===== src/rtl/pc_seq.sv =====
// rtl/pc_seq.sv - fetch-stage program counter with window wrap, redirects and a return-address stack
module pc_seq #(
  parameter int                 WIDTH     = 32,
  parameter logic [WIDTH-1:0]   BASE_ADDR = 'h940,
  parameter int                 WINDOW    = 1024,
  parameter int                 STEP      = 1,
  parameter int                 RAS_DEPTH = 4
) (
  input  logic                         clk,
  input  logic                         reset_n,
  input  logic                         stall,
  input  logic                         branch,
  input  logic                         call,
  input  logic                         ret,
  input  logic [WIDTH-1:0]             target,
  output logic [WIDTH-1:0]             Address,
  output logic                         wrap,
  output logic [$clog2(RAS_DEPTH):0]   ras_count,
  output logic                         ras_ovf,
  output logic                         fault
);
  localparam int PW = $clog2(RAS_DEPTH);
  localparam logic [WIDTH-1:0] LAST = BASE_ADDR + WIDTH'(WINDOW - STEP);
  localparam logic [WIDTH-1:0] TOP  = BASE_ADDR + WIDTH'(WINDOW - 1);
  localparam logic [PW:0]      FULL = (PW + 1)'(RAS_DEPTH);

  logic [WIDTH-1:0] stack [RAS_DEPTH];
  logic [PW-1:0]    wp;
  logic             at_last;
  logic [WIDTH-1:0] seq_addr;
  logic [WIDTH-1:0] offset;
  logic             legal;
  logic             push;

  // Wrap is a compare against LAST so a window near the top of the address space still behaves
  assign at_last  = (Address == LAST);
  assign seq_addr = at_last ? BASE_ADDR : Address + WIDTH'(STEP);
  assign offset   = target - BASE_ADDR;
  assign legal    = (target >= BASE_ADDR) && (target <= TOP) &&
                    ((offset % WIDTH'(STEP)) == '0);
  assign push     = !stall && !ret && call;

  // Circular buffer: wp points one past the top; when full it points at the oldest entry
  always_ff @(posedge clk) begin
    if (push)
      stack[wp] <= seq_addr;
  end

  always_ff @(posedge clk or negedge reset_n) begin
    if (!reset_n) begin
      Address   <= BASE_ADDR;
      wp        <= '0;
      ras_count <= '0;
      wrap      <= 1'b0;
      ras_ovf   <= 1'b0;
      fault     <= 1'b0;
    end else begin
      wrap    <= 1'b0;
      ras_ovf <= 1'b0;
      if (stall) begin
        Address <= Address;
      end else if (ret) begin
        if (ras_count != '0) begin
          Address   <= stack[wp - 1'b1];
          wp        <= wp - 1'b1;
          ras_count <= ras_count - 1'b1;
        end else begin
          Address <= seq_addr;
          wrap    <= at_last;
          fault   <= 1'b1;
        end
      end else if (call || branch) begin
        if (call) begin
          wp <= wp + 1'b1;
          if (ras_count == FULL)
            ras_ovf <= 1'b1;
          else
            ras_count <= ras_count + 1'b1;
        end
        if (legal) begin
          Address <= target;
        end else begin
          Address <= seq_addr;
          wrap    <= at_last;
          fault   <= 1'b1;
        end
      end else begin
        Address <= seq_addr;
        wrap    <= at_last;
      end
    end
  end
endmodule


===== config.mk =====
export PLATFORM = sky130hd
export DESIGN_NAME = pc_seq
export DESIGN_NICKNAME = d
export VERILOG_FILES = /design/src/rtl/pc_seq.sv
export SDC_FILE = /design/constraint.sdc
export NUM_CORES = 1
export LEC_CHECK = 0
export CELL_PAD_IN_SITES_DETAIL_PLACEMENT = 1
export CELL_PAD_IN_SITES_GLOBAL_PLACEMENT = 1
export CORE_UTILIZATION = 47
export DETAILED_ROUTE_END_ITERATION = 7
export GPL_TIMING_DRIVEN = 0
export PLACE_DENSITY = 0.79
export SYNTH_ARGS = -nofsm -noshare
export SYNTH_HDL_FRONTEND = slang
export SYNTH_SLANG_ARGS = --single-unit

===== constraint.sdc =====
create_clock -name clk -period 3.6 [get_ports clk]
set_input_delay 0.36 -clock clk [delete_from_list [all_inputs] [get_ports clk]]
set_output_delay 0.36 -clock clk [all_outputs]
set_load 0.01 [all_outputs]

# [Word level (Yosys, flattened, before mapping)]
# Memories as Yosys holds them, arrays and structs flattened.
# Cells that the tools add are included.
[classes] n_eq_ne=6 addsub=5 n_reduce_logical=12 n_lt_le_gt_ge=2 n_bitwise=1 muxes=30
[op_table] operator="$mux W32" count=5
[op_table] operator="$add A32 B1 Y32 const B" count=1
[op_table] operator="$eq A32 B12 Y1 const B" count=1
[op_table] operator="$ge A32 B12 Y1 const B" count=1
[op_table] operator="$le A32 B12 Y1 const B" count=1
[op_table] operator="$mux W1" count=16
[op_table] operator="$mux W3" count=5
[op_table] operator="$mux W2" count=4
[op_table] operator="$reduce_and A4 Y1" count=2
[op_table] operator="$ne A2 B2 Y1 const B" count=3
[op_table] operator="$reduce_and A5 Y1" count=1
[op_table] operator="$reduce_bool A2 Y1" count=2
[op_table] operator="$add A3 B1 Y3 const B" count=1
[op_table] operator="$eq A3 B3 Y1 const B" count=1
[op_table] operator="$logic_and A1 B1 Y1" count=3
[op_table] operator="$reduce_bool A3 Y1" count=1
[op_table] operator="$sub A3 B1 Y3 const B" count=1
[op_table] operator="$add A2 B1 Y2 const B" count=1
[op_table] operator="$logic_not A1 Y1" count=2
[op_table] operator="$ne A2 B1 Y1 const B" count=1
[op_table] operator="$sub A2 B1 Y2 const B" count=1
[op_table] operator="$logic_or A1 B1 Y1" count=1
[op_table] operator="$not A1 Y1" count=1
[totals] register_bits=40 mem_count=1 in_bits=38 output_inout_bits=38 mem_bits_rw=128 elab_cells=63
[memory_table] memory="stack" words=4 width=32 rd=1 rd_ports_with_merged_regs=0 wr=1 line_no="27" text="logic [WIDTH-1:0] stack [RAS_DEPTH];"

# [Depth between registers and ports, before layout]
[logic_depth] depth_word=6 depth_mapped=12 depth_no_buf=7

# [Worst setup path before layout]
# Ideal clock, no wire load.
[synth_path] path_kind="flip-flop to flip-flop" startpoint="reg wp[0]" endpoint="reg Address[31]" synth_period_minus_slack_ns=3.002 setup_slack_ns=0.598 setup_time_ns=0.120 path_buffers=5 required_ns=3.480 arrival_ns=2.882 stages_incl_launch_ff=11 cell_sequence="dfrtp_1 buf_2 buf_2 buf_2 inv_1 ha_1 clkbuf_1 clkbuf_1 mux4_2 a22o_1 a31o_2"
[synth_between] elab_chain_len=4
[synth_lines] item="start, declared" line_no="28" text="logic [PW-1:0] wp;"
[synth_lines] item="start signal, assigned" line_no="65" text="wp <= wp - 1'b1;"
[synth_lines] item="start signal, assigned" line_no="74" text="wp <= wp + 1'b1;"
[synth_lines] item="$sub A2 B1 Y2" line_no="64" text="Address <= stack[wp - 1'b1];"
[synth_lines] item="$mem_v2 Z4 W32"
[synth_lines] item="$mux W32" line_no="63" text="if (ras_count != '0) begin"
[synth_lines] item="$mux W32" line_no="62" text="end else if (ret) begin"
[synth_lines] item="end signal, assigned" line_no="61" text="Address <= Address;"
[synth_lines] item="end signal, assigned" line_no="64"
[synth_lines] item="end signal, assigned" line_no="68" text="Address <= seq_addr;"
[synth_lines] item="end, declared" line_no="16" text="output logic [WIDTH-1:0] Address,"
# No other way between the ends.
# A chain may end at the register's enable or synchronous reset.

# [Final worst setup path]
[layout_path] startpoint="reg wp[0]" endpoint="reg Address[27]"
# Same word-level chain as after synthesis.

==> metrics.txt <==
share of layout cells above drive strength 1 approximately 15%; Routed WL 22000 um; Arr. time, crit path 3.66 ns; Primary FF master, synth edfxtp_1; Peak supply drop 0.432 mV; register area share after synthesis 63.0%; latest clock arrival within the worst-skew pair about 0.43 ns; Detailed Place HPWL ~15000 um; syn avg cell area roughly 14 um^2; Worst Skew between 0.01 and 0.015 ns; PnR worst setup slack 0.236 ns; post-route ant nets 0; Tot Pwr just under 8000 uW; fillers approximately 1600; Min-Delay Path Class primary input to asynchronous set/reset pin; Comb power frac between 30 and 40%; CTS max path bufs 2; Leak about 0.0032 uW; Initial Util 48.3%; Reg power frac between 30 and 40%; H-tree levels 4; Core Area between 15000 and 20000 um^2; Critical Path Source Type register; Worst path slowest cell buf_2; post-route minimum period ~3.4 ns; Final Max Slew Viols 0; Clock power frac between 20 and 25%; period utilization between 90% and 100%; CP dominant cell by count buf_2; Routability Congestion approximately 0.85; Worst Path Buf+Inv 6; # IOs 76; Pwr Density roughly 830 nW/um^2; Setup WS pre-CTS -0.509 ns; leading area contributor after synthesis edfxtp_1; CTS root buffer clkbuf_16; crit-path max FO 10; die height between 100 and 150 um; via-per-instance ratio 6.06; Pint slightly below 5000 uW; largest stage delay on the critical path roughly 0.48 ns; post-DR wirelength/cell around 25 um; setup violators final 0; Sink Count 168; EDFF count, synth around 130; die area approximately 17000 um^2; Final nets between 600 and 700; initial antenna violation count 0; Tightest Pin Transition about 0.76 ns; CTS clock-pin slew for the worst setup and hold paths around 0.070 ns; drt drc 0; CP required 3.89 ns; largest net degree at the start of global routing 30; vias in the first global route 5678; Total GRT Usage around 28%; CTS tree built; Commonest cells post-synth edfxtp_1, nand2_1, dfrtp_1, mux4_2; critical path, cell by cell buf_2, clkbuf_4, buf_4, inv_1, ha_1, clkbuf_1, buf_2, mux4_2, a221oi_1, a21oi_1; Mapped Nets 593; standard-cell row count 46; ys async rst share a little under a quarter; die width between 100 and 150 um; port bufs 74; initial DRC count ~480; RSZ-0062 raised after global routing yes; register bit count reported by yosys 168; outcome finished, final reports clean; routed via count 5316; Overflow after GRT 0; max_slew headroom approximately half; Sw Share between 30% and 40%; n_diodes 0; delay-heaviest family, CP buffers and inverters; Post-Route Setup TNS 0 ns; CP Capture Type register; Yosys cell types 60; P_sw ~2800 uW; synth warn 0; Final Util between 50% and 60%; top cell type's share of synthesized area about half; cells after synthesis 549; MaxCap Viol Count 0; f_max 297 MHz; CTS buffer count 17; drt first pass iters 5; CP Class register to register; most common cell in the netlist edfxtp_1; global-route wire length before repair between 30000 and 40000 um; Synth area leaders edfxtp_1, dfrtp_1, mux4_2; endpoints failing hold 0; synthesized area 7690 um^2; Area Overhead vs Synth 21.9%
==> registers in the layout, indices dropped and copies added (netlist names) <==
signal and cells:
fault 1, wrap 1, stack 128, wp 2
ras_count 3, ras_ovf 1, Address 32
==> per-layer routing <==
layer	GRT usage, %	part of all wire, %
met4	13.3	2.6
met2	45.3	50
met5	0	0
met3	5.00	4.3
met1	37.7	43
==> stage by stage <==
stage	hold WS (ns)	instance area, um^2	std cells
detailed placement	0.344	8800	844
floorplan	0.0644	7690	549
finish	0.424	9380	877
CTS	0.422	9380	877
global placement	0.457	8700	839
global route	0.439	9380	877
==> cell type report <==
| type | count | area, um^2 | area share, % |
|---|---|---|---|
| clock inverters | 13 | 123 | 1.31 |
| inverters | 15 | 56.3 | 0.600 |
| plain buffers | 34 | 155 | 1.65 |
| multi-input cells | 332 | 2650 | 28.2 |
| clock buffers | 19 | 433 | 4.61 |
| repair buffers | 80 | 846 | 9.02 |
| flip-flops and latches | 168 | 4850 | 51.7 |
| well taps | 216 | 270 | 2.88 |
==> power groups by stage <==
stage / clock, uW / sequential, uW / combinational, uW
global placement: 0 / 3020 / 2800
finish: 1740 / 3020 / 3020
CTS: 1760 / 3010 / 3010
detailed placement: 0 / 3050 / 2960
floorplan: 0 / 3020 / 1720
global route: 1840 / 3060 / 3250
==> path summary, 6_finish.rpt <==
kind / start / end / slack, ns / cells after the start
min in group clk: fault / fault / 0.48 / 1
worst min-delay path: reset_n / Address[15] / 0.42 / 2
worst min register to register: fault / fault / 0.48 / 1
worst max-delay path: wp[0] / Address[27] / 0.24 / 10
max in group asynchronous: reset_n / Address[11] / 2.58 / 3
worst max register to register: wp[0] / Address[27] / 0.24 / 10
==> layout by cell type (no fill, tap or decap), types with 6 or more instances in the layout <==
| cell type | netlist | layout |
|---|---|---|
| edfxtp_1 | 128 | 128 |
| clkdlybuf4s50_1 | 0 | 73 |
| nand2_1 | 40 | 40 |
| dfrtp_1 | 37 | 37 |
| mux4_2 | 32 | 32 |
| nand3_1 | 30 | 30 |
| xnor2_1 | 30 | 30 |
| a21oi_1 | 28 | 28 |
| clkbuf_1 | 23 | 23 |
| nor2_1 | 21 | 21 |
| clkbuf_16 | 0 | 17 |
| inv_1 | 15 | 15 |
| a22oi_1 | 15 | 15 |
| nand4_1 | 13 | 13 |
| o21ai_0 | 13 | 13 |
| nor3_1 | 10 | 10 |
| nor4_1 | 10 | 10 |
| and3_1 | 9 | 9 |
| buf_2 | 6 | 7 |
| o22ai_1 | 6 | 6 |
==> worst reg2reg max path, delay by kind of cell, from the launching register on <==
kind,cells,cell delay (ns)
AOI/OAI and AO/OA,2,0.32
adders and majority gates,1,0.30
buffers and inverters,6,1.80
DFF,1,0.40
muxes,1,0.41
==> logic make-up (layout without fill, tap and decap cells) <==
kind of cell / after synthesis / in the layout / share of synthesized area (%)
and+or+nand+nor: 169 / 169 / 12.2
xor gates and xnor gates: 33 / 33 / 3.76
adders and majority gates: 6 / 6 / 1.07
buffers and inverters: 49 / 161 / 2.60
AOI/OAI and AO/OA: 90 / 90 / 7.71
muxes: 34 / 34 / 9.64
DFF: 168 / 168 / 63.0
==> repair_timing <==
| action | 4_1_cts | 5_1_grt |
|---|---|---|
| setup buffers | 0 | 0 |
| hold buffers | 1 | 0 |
| hold endpoints to repair | 14 | 0 |
| cloned | 0 | 0 |
| resized for setup | 5 | 6 |
| setup endpoints to repair | 29 | 25 |
Power figures use the tool's default switching activity.
